[config.mk]
export PLATFORM = sky130hd
export DESIGN_NAME = regs_wb_arbiter_flat
export DESIGN_NICKNAME = d
export VERILOG_FILES = /design/src/rtl/riscv_pkg.sv /design/src/rtl/regs_wb_arbiter_if.sv /design/src/rtl/regs_wb_arbiter_wb_queue.sv /design/src/rtl/regs_wb_arbiter.sv /design/src/flat_wrapper.sv
export SDC_FILE = /design/constraint.sdc
export NUM_CORES = 1
export LEC_CHECK = 0
export ABC_CLOCK_PERIOD_IN_PS = 6050
export CAP_MARGIN = 20
export CORE_MARGIN = 1.5
export CORE_UTILIZATION = 45
export DETAILED_ROUTE_END_ITERATION = 10
export HOLD_SLACK_MARGIN = 0.15
export PLACE_DENSITY = 0.67
export SYNTH_ARGS = -nofsm -noshare
export SYNTH_HDL_FRONTEND = slang
export SYNTH_SLANG_ARGS = --single-unit
[constraint.sdc]
create_clock -name clk -period 6.05 [get_ports clk]
set_clock_uncertainty 0.15 [all_clocks]
set_input_delay 0.9075 -clock clk [delete_from_list [all_inputs] [get_ports clk]]
set_output_delay 0.9075 -clock clk [all_outputs]
set_load 0.05 [all_outputs]
[src/rtl/riscv_pkg.sv]
// Shared register-file types for the write-back path: widths, the x0 index and the request record.
package riscv_pkg;

    localparam int unsigned XLEN = 32;
    localparam int unsigned AW   = 5;

    localparam logic [AW-1:0] REG_ZERO = 5'd0;

    typedef struct packed {
        logic [AW-1:0]   addr;
        logic [XLEN-1:0] data;
    } wb_req_t;

    typedef enum logic {
        RR_ALU = 1'b0,
        RR_MEM = 1'b1
    } rr_t;

endpackage

[src/rtl/regs_wb_arbiter_if.sv]
// Requester, Regs write-port and status signals of the write-back arbiter.
// WB_BYPASS_EN adds the rs1/rs2 forwarding lookup signals.
interface regs_wb_arbiter_if;
    import riscv_pkg::*;

    logic            a_valid;
    logic            a_ready;
    logic [AW-1:0]   a_addr;
    logic [XLEN-1:0] a_data;
    logic            m_valid;
    logic            m_ready;
    logic [AW-1:0]   m_addr;
    logic [XLEN-1:0] m_data;
    logic            wr_en;
    logic [AW-1:0]   wr_addr;
    logic [XLEN-1:0] wr_data;
    logic            busy;
`ifdef WB_BYPASS_EN
    logic [AW-1:0]   rs1_addr;
    logic [AW-1:0]   rs2_addr;
    logic            rs1_hit;
    logic [XLEN-1:0] rs1_data;
    logic            rs2_hit;
    logic [XLEN-1:0] rs2_data;

    modport slave (
        input  a_valid, a_addr, a_data, m_valid, m_addr, m_data, rs1_addr, rs2_addr,
        output a_ready, m_ready, wr_en, wr_addr, wr_data, busy,
               rs1_hit, rs1_data, rs2_hit, rs2_data
    );
    modport master (
        output a_valid, a_addr, a_data, m_valid, m_addr, m_data, rs1_addr, rs2_addr,
        input  a_ready, m_ready, wr_en, wr_addr, wr_data, busy,
               rs1_hit, rs1_data, rs2_hit, rs2_data
    );
`else
    modport slave (
        input  a_valid, a_addr, a_data, m_valid, m_addr, m_data,
        output a_ready, m_ready, wr_en, wr_addr, wr_data, busy
    );
    modport master (
        output a_valid, a_addr, a_data, m_valid, m_addr, m_data,
        input  a_ready, m_ready, wr_en, wr_addr, wr_data, busy
    );
`endif

endinterface

[src/rtl/regs_wb_arbiter_wb_queue.sv]
// In-order circular write-back queue: two ordered push ports, one pop per cycle while non-empty, flush.
// WB_BYPASS_EN exposes the storage and head pointer for the forwarding search.
module wb_queue
    import riscv_pkg::*;
#(
    parameter int unsigned DEPTH = 4,
    localparam int unsigned PW = $clog2(DEPTH),
    localparam int unsigned CW = $clog2(DEPTH + 1)
) (
    input  logic                clk,
    input  logic                rst_n,
    input  logic                flush,
    input  logic                push0_en,
    input  wb_req_t             push0_req,
    input  logic                push1_en,
    input  wb_req_t             push1_req,
    output logic                nonempty,
    output wb_req_t             head_req,
    output logic [CW-1:0]       count
`ifdef WB_BYPASS_EN
    ,
    output wb_req_t [DEPTH-1:0] entries,
    output logic [PW-1:0]       head_ptr
`endif
);

    wb_req_t [DEPTH-1:0] mem_q, mem_d;
    logic [PW-1:0]       head_q, head_d, tail_q, tail_d, tail_p1;
    logic [CW-1:0]       count_q, count_d;
    logic                pop;

    always_comb begin
        mem_d   = mem_q;
        head_d  = head_q;
        tail_d  = tail_q;
        count_d = count_q;
        tail_p1 = tail_q + PW'(1);
        pop     = (count_q != '0);
        if (pop) begin
            head_d = head_q + PW'(1);
        end
        // The entry presented this cycle is still written on flush; only later entries are dropped.
        if (flush) begin
            head_d  = tail_q;
            count_d = '0;
        end else begin
            if (push0_en) begin
                mem_d[tail_q] = push0_req;
            end
            if (push1_en) begin
                mem_d[tail_p1] = push1_req;
            end
            tail_d  = tail_q + PW'(push0_en) + PW'(push1_en);
            count_d = count_q + CW'(push0_en) + CW'(push1_en) - CW'(pop);
        end
    end

    always_ff @(posedge clk or negedge rst_n) begin
        if (!rst_n) begin
            mem_q   <= '0;
            head_q  <= '0;
            tail_q  <= '0;
            count_q <= '0;
        end else begin
            mem_q   <= mem_d;
            head_q  <= head_d;
            tail_q  <= tail_d;
            count_q <= count_d;
        end
    end

    assign nonempty = (count_q != '0);
    assign head_req = mem_q[head_q];
    assign count    = count_q;
`ifdef WB_BYPASS_EN
    assign entries  = mem_q;
    assign head_ptr = head_q;
`endif

endmodule

[src/rtl/regs_wb_arbiter.sv]
// Write-back arbiter: round-robin ALU/MEM acceptance, x0 filtering and ordered enqueue into wb_queue.
// Optional WB_BYPASS_EN adds a combinational youngest-match search of queued entries.
module regs_wb_arbiter
    import riscv_pkg::*;
#(
    parameter int unsigned DEPTH = 4
) (
    input  logic             clk,
    input  logic             rst_n,
    input  logic             flush,
    regs_wb_arbiter_if.slave bus
);

    localparam int unsigned   PW       = $clog2(DEPTH);
    localparam int unsigned   CW       = $clog2(DEPTH + 1);
    localparam logic [CW-1:0] CNT_LAST = CW'(DEPTH - 1);

    rr_t           rr_q, rr_d;
    logic          a_rdy, m_rdy, acc_a, acc_m, push_a, push_m;
    logic          fst_en, snd_en, push0_en, push1_en, nonempty;
    wb_req_t       a_req, m_req, fst_req, snd_req, push0_req, push1_req, head_req;
    logic [CW-1:0] count;

    assign a_req = '{addr: bus.a_addr, data: bus.a_data};
    assign m_req = '{addr: bus.m_addr, data: bus.m_data};

    // With one slot left the favoured side is ready unconditionally; the other only if it is idle.
    always_comb begin
        a_rdy = 1'b0;
        m_rdy = 1'b0;
        if (!flush) begin
            if (count < CNT_LAST) begin
                a_rdy = 1'b1;
                m_rdy = 1'b1;
            end else if (count == CNT_LAST) begin
                if (rr_q == RR_ALU) begin
                    a_rdy = 1'b1;
                    m_rdy = !bus.a_valid;
                end else begin
                    m_rdy = 1'b1;
                    a_rdy = !bus.m_valid;
                end
            end
        end
    end

    always_comb begin
        acc_a  = bus.a_valid && a_rdy;
        acc_m  = bus.m_valid && m_rdy;
        push_a = acc_a && (bus.a_addr != REG_ZERO);
        push_m = acc_m && (bus.m_addr != REG_ZERO);
        if (rr_q == RR_ALU) begin
            fst_en  = push_a;
            fst_req = a_req;
            snd_en  = push_m;
            snd_req = m_req;
        end else begin
            fst_en  = push_m;
            fst_req = m_req;
            snd_en  = push_a;
            snd_req = a_req;
        end
        push0_en  = fst_en || snd_en;
        push0_req = fst_en ? fst_req : snd_req;
        push1_en  = fst_en && snd_en;
        push1_req = snd_req;

        rr_d = rr_q;
        if (acc_a && acc_m) begin
            rr_d = (rr_q == RR_ALU) ? RR_MEM : RR_ALU;
        end else if (acc_a) begin
            rr_d = RR_MEM;
        end else if (acc_m) begin
            rr_d = RR_ALU;
        end
    end

    always_ff @(posedge clk or negedge rst_n) begin
        if (!rst_n) begin
            rr_q <= RR_ALU;
        end else begin
            rr_q <= rr_d;
        end
    end

`ifdef WB_BYPASS_EN
    wb_req_t [DEPTH-1:0] entries;
    logic [PW-1:0]       head_ptr;
`endif

    wb_queue #(
        .DEPTH(DEPTH)
    ) u_queue (
        .clk      (clk),
        .rst_n    (rst_n),
        .flush    (flush),
        .push0_en (push0_en),
        .push0_req(push0_req),
        .push1_en (push1_en),
        .push1_req(push1_req),
        .nonempty (nonempty),
        .head_req (head_req),
        .count    (count)
`ifdef WB_BYPASS_EN
        ,
        .entries  (entries),
        .head_ptr (head_ptr)
`endif
    );

    assign bus.a_ready = a_rdy;
    assign bus.m_ready = m_rdy;
    assign bus.wr_en   = nonempty;
    assign bus.wr_addr = head_req.addr;
    assign bus.wr_data = head_req.data;
    assign bus.busy    = nonempty;

`ifdef WB_BYPASS_EN
    logic [PW-1:0] idx;

    // Walk oldest to youngest so a later match overrides an earlier one.
    always_comb begin
        bus.rs1_hit  = 1'b0;
        bus.rs1_data = '0;
        bus.rs2_hit  = 1'b0;
        bus.rs2_data = '0;
        idx          = '0;
        for (int unsigned k = 0; k < DEPTH; k++) begin
            idx = head_ptr + PW'(k);
            if (CW'(k) < count) begin
                if (bus.rs1_addr != REG_ZERO && entries[idx].addr == bus.rs1_addr) begin
                    bus.rs1_hit  = 1'b1;
                    bus.rs1_data = entries[idx].data;
                end
                if (bus.rs2_addr != REG_ZERO && entries[idx].addr == bus.rs2_addr) begin
                    bus.rs2_hit  = 1'b1;
                    bus.rs2_data = entries[idx].data;
                end
            end
        end
    end
`endif

endmodule

[src/flat_wrapper.sv]
// flat-port wrapper written by rule: the top's interface ports become plain ports
module regs_wb_arbiter_flat import riscv_pkg::*;
#(
    parameter int unsigned DEPTH = 4
)
  (clk, rst_n, flush, bus_a_valid, bus_a_addr, bus_a_data, bus_m_valid, bus_m_addr, bus_m_data, bus_a_ready, bus_m_ready, bus_wr_en, bus_wr_addr, bus_wr_data, bus_busy);
  regs_wb_arbiter_if bus_i ();
  input  logic clk;
  input  logic rst_n;
  input  logic flush;
  input wire logic [$bits(bus_i.a_valid)-1:0] bus_a_valid;
  input wire logic [$bits(bus_i.a_addr)-1:0] bus_a_addr;
  input wire logic [$bits(bus_i.a_data)-1:0] bus_a_data;
  input wire logic [$bits(bus_i.m_valid)-1:0] bus_m_valid;
  input wire logic [$bits(bus_i.m_addr)-1:0] bus_m_addr;
  input wire logic [$bits(bus_i.m_data)-1:0] bus_m_data;
  output wire logic [$bits(bus_i.a_ready)-1:0] bus_a_ready;
  output wire logic [$bits(bus_i.m_ready)-1:0] bus_m_ready;
  output wire logic [$bits(bus_i.wr_en)-1:0] bus_wr_en;
  output wire logic [$bits(bus_i.wr_addr)-1:0] bus_wr_addr;
  output wire logic [$bits(bus_i.wr_data)-1:0] bus_wr_data;
  output wire logic [$bits(bus_i.busy)-1:0] bus_busy;
  assign bus_i.a_valid = bus_a_valid;
  assign bus_i.a_addr = bus_a_addr;
  assign bus_i.a_data = bus_a_data;
  assign bus_i.m_valid = bus_m_valid;
  assign bus_i.m_addr = bus_m_addr;
  assign bus_i.m_data = bus_m_data;
  assign bus_a_ready = bus_i.a_ready;
  assign bus_m_ready = bus_i.m_ready;
  assign bus_wr_en = bus_i.wr_en;
  assign bus_wr_addr = bus_i.wr_addr;
  assign bus_wr_data = bus_i.wr_data;
  assign bus_busy = bus_i.busy;
  regs_wb_arbiter #(.DEPTH(DEPTH)) u_core (.clk(clk), .rst_n(rst_n), .flush(flush), .bus(bus_i));
endmodule
==> impl_metrics.tcl <==
set metrics [dict create \
    grt-ovfl-total 0 \
    drive_gt1_share_pct 11.3 \
    clkLatencyLatePin_ns 0.42 \
    synth_fa_ha_area_share_pct 0.955 \
    yosys.area.top_type_share_pct 43.8 \
    vias 7703 \
    post-route-min-period_ns 4.26 \
    portBuffers 119 \
    core_area_mm2 0.0195 \
    clock_sinks 156 \
    synth_nets 979 \
    cell_internal_pwr_uw 3500 \
    fmax_ghz 0.234 \
    p_per_area_mw_per_mm2 575 \
    critPathLaunchType "flip-flop" \
    grt_max_degree 104 \
    drv_slew 0 \
    grt_pass1_vias 7512 \
    critical_path_class "flip-flop to primary output" \
    p_comb_share_pct 53.1 \
    die_area_mm2 0.0206 \
    htreeDepth 4 \
    antenna_left 0 \
    drc_errors 0 \
    synth_common_cells "dfrtp_1, nand2_1, nand3_1, o211ai_1, mux2i_1" \
    crit_arrival_ns 3.21 \
    cts_tree "done" \
    final.fill_count 1674 \
    synthFlopType "dfrtp_1" \
    holdBufCountCts 0 \
    place_hpwl_mm 15.3 \
    post_cts_resized 0 \
    hold_path.class "flip-flop to flip-flop" \
    tns_ns 0 \
    power.net_switching_uw 2710 \
    grtUsageTotal_pct 26.2 \
    yosysTopAreaCell "dfrtp_1" \
    rsz0062_at_grt "no" \
    cts_buffers 17 \
    postCtsSetupRepairBufs 0 \
    routed_wl_mm 26.0 \
    synth_cell_types 38 \
    synth_area_leaders "dfrtp_1, o211ai_1, mux4_2, nand3_1, mux2i_1" \
    switching_share_pct 43.6 \
    relSlewSlack_pct 24.5 \
    yosys.area_share.xor_xnor_pct 0.393 \
    die_y_um 144 \
    vias_per_cell 6.21 \
    post_drt_wl_per_cell_um 21.0 \
    syn_avg_cell_area_um2 9.95 \
    fin_crit_sh_pct 70.5 \
    p_clk_share_pct 16.5 \
    crit_fanout 26 \
    syn_inst 895 \
    root_buffer "clkbuf_16" \
    fp-row-count 51 \
    clk_pin_slew_worst_paths_ns 0.06 \
    antennaDiodeCount 0 \
    hold_viol_final 0 \
    final-instance-count-excl-fill 1240 \
    p_leak_uw 0.00438 \
    synth_compound_area_share_pct 14.0 \
    worst_pin_slew_ns 1.13 \
    initial_core_util_pct 45.8 \
    crit_path_end_kind "primary output" \
    ios 120 \
    ys_warn_count 0 \
    crit_start "u_core.u_queue.head_q[0]" \
    seq_area_frac_synth_pct 43.8 \
    placed_cells 1208 \
    syn_to_final_growth_pct 21.1 \
    maxCapViolations 0 \
    final_nets 1047 \
    outcome "finished, final reports clean" \
    synth-simple-area-share_pct 18.3 \
    grt_pass1_wl_mm 41.3 \
    synth_top_family_by_area "simple AND/OR/NAND/NOR gates" \
    synth_mux_area_share_pct 18.0 \
    critPathRequiredTime_ns 4.99 \
    die_w_um 144 \
    max-clock-path-buffers 2 \
    synth_area_mm2 0.00890 \
    vdd_drop_max_mv 0.422 \
    r2r-start "u_core.u_queue.count[1]" \
    synthMostInstantiatedCell "dfrtp_1" \
    dr.first_iter.drc_count 691 \
    ys_seq_elements 156 \
    gp_congestion 0.772 \
    synth_edf_count 0 \
    setup_violations 0 \
    seqPwrFrac_pct 30.4 \
    drt_pre_antenna_iters 5 \
    grt_antenna_before_repair 0 \
    synthArstFlopShare_pct 100 \
    hold_path_startpoint "u_core.u_queue.mem_q[122]" \
]
-- power groups by stage --
| stage | logic [uW] | registers [uW] | clock network, uW |
|---|---|---|---|
| after CTS | 3300 | 1880 | 1030 |
| after global routing | 3520 | 1940 | 1080 |
| after floorplan | 2540 | 1690 | 0 |
| final | 3300 | 1880 | 1020 |
| after global placement | 3240 | 1880 | 0 |
| after detailed placement | 3290 | 1890 | 0 |
-- path summary, 6_finish.rpt --
check	end	slack, ns	cells past startpoint
min in group asynchronous	u_core.u_queue.mem_q[78]	0.45	1
max in group asynchronous	u_core.u_queue.mem_q[60]	3.99	2
min reg2reg	u_core.u_queue.mem_q[122]	0.37	2
max reg2reg	u_core.u_queue.mem_q[50]	2.65	7
min	u_core.u_queue.mem_q[122]	0.37	2
max	bus_wr_data[0]	1.79	3
-- per-layer routing --
| layer | track usage (%) | wire length (um) | up-vias |
|---|---|---|---|
| met2 | 39.4 | 11800 | 370 |
| met1 | 37.8 | 11600 | 3840 |
| met4 | 7.63 | 415 | 0 |
| li1 | - | - | 3453 |
| met5 | 0 | 0 | - |
| met3 | 6.23 | 2250 | 40 |
-- final cells by class --
class | instances | area [um^2] | share of cell area, %
clock buffers | 25 | 495 | 4.59
clock inverters | 6 | 61.3 | 0.568
inverters | 3 | 11.3 | 0.104
multi-input cells | 650 | 4650 | 43.1
flip-flops and latches | 156 | 3910 | 36.2
well taps | 265 | 332 | 3.07
repair buffers | 135 | 1330 | 12.4
-- cells in the final DEF, fill, tap and decap left out, types with 14 or more instances in the layout --
master and instances:
dfrtp_1 153, clkdlybuf4s50_1 117, buf_4 14, o211ai_1 141, nand2_1 155, clkbuf_16 17, nand3_1 148, mux2i_1 72
mux4_2 37, nor2_1 44
-- registers in the layout, indices dropped and copies added, names as in the netlist --
signal,cells
u_core.rr_q,1
u_core.u_queue.count,3
u_core.u_queue.head_q,2
u_core.u_queue.mem_q,148
u_core.u_queue.tail_q,2
-- per-stage QoR --
step / setup slack (ns) / hold slack [ns] / power [uW] / utilization (%) / area (um^2)
after floorplan: 2.67 / 0.338 / 4220 / - / 8900
after global placement: 1.86 / 0.355 / 5120 / 52.5 / 10200
after detailed placement: 1.80 / 0.361 / 5180 / 52.5 / 10200
after CTS: 1.74 / 0.376 / 6200 / 55.3 / 10800
after global routing: 1.59 / 0.402 / 6540 / 55.4 / 10800
final: 1.79 / 0.374 / 6210 / 55.4 / 10800
-- critical path: stages, from the launching register on --
cell and delay (ns):
dfrtp_2 1.01, buf_4 0.45, mux4_2 0.59, clkdlybuf4s50_1 0.72
-- kinds of logic after synthesis --
family,after synthesis
AOI/OAI and AO/OA,163
xor gates and xnor gates,4
adders and majority gates,5
buffers and inverters,89
DFF,156
muxes,113
and+or+nand+nor,365
(Power assumes the default switching activity.)
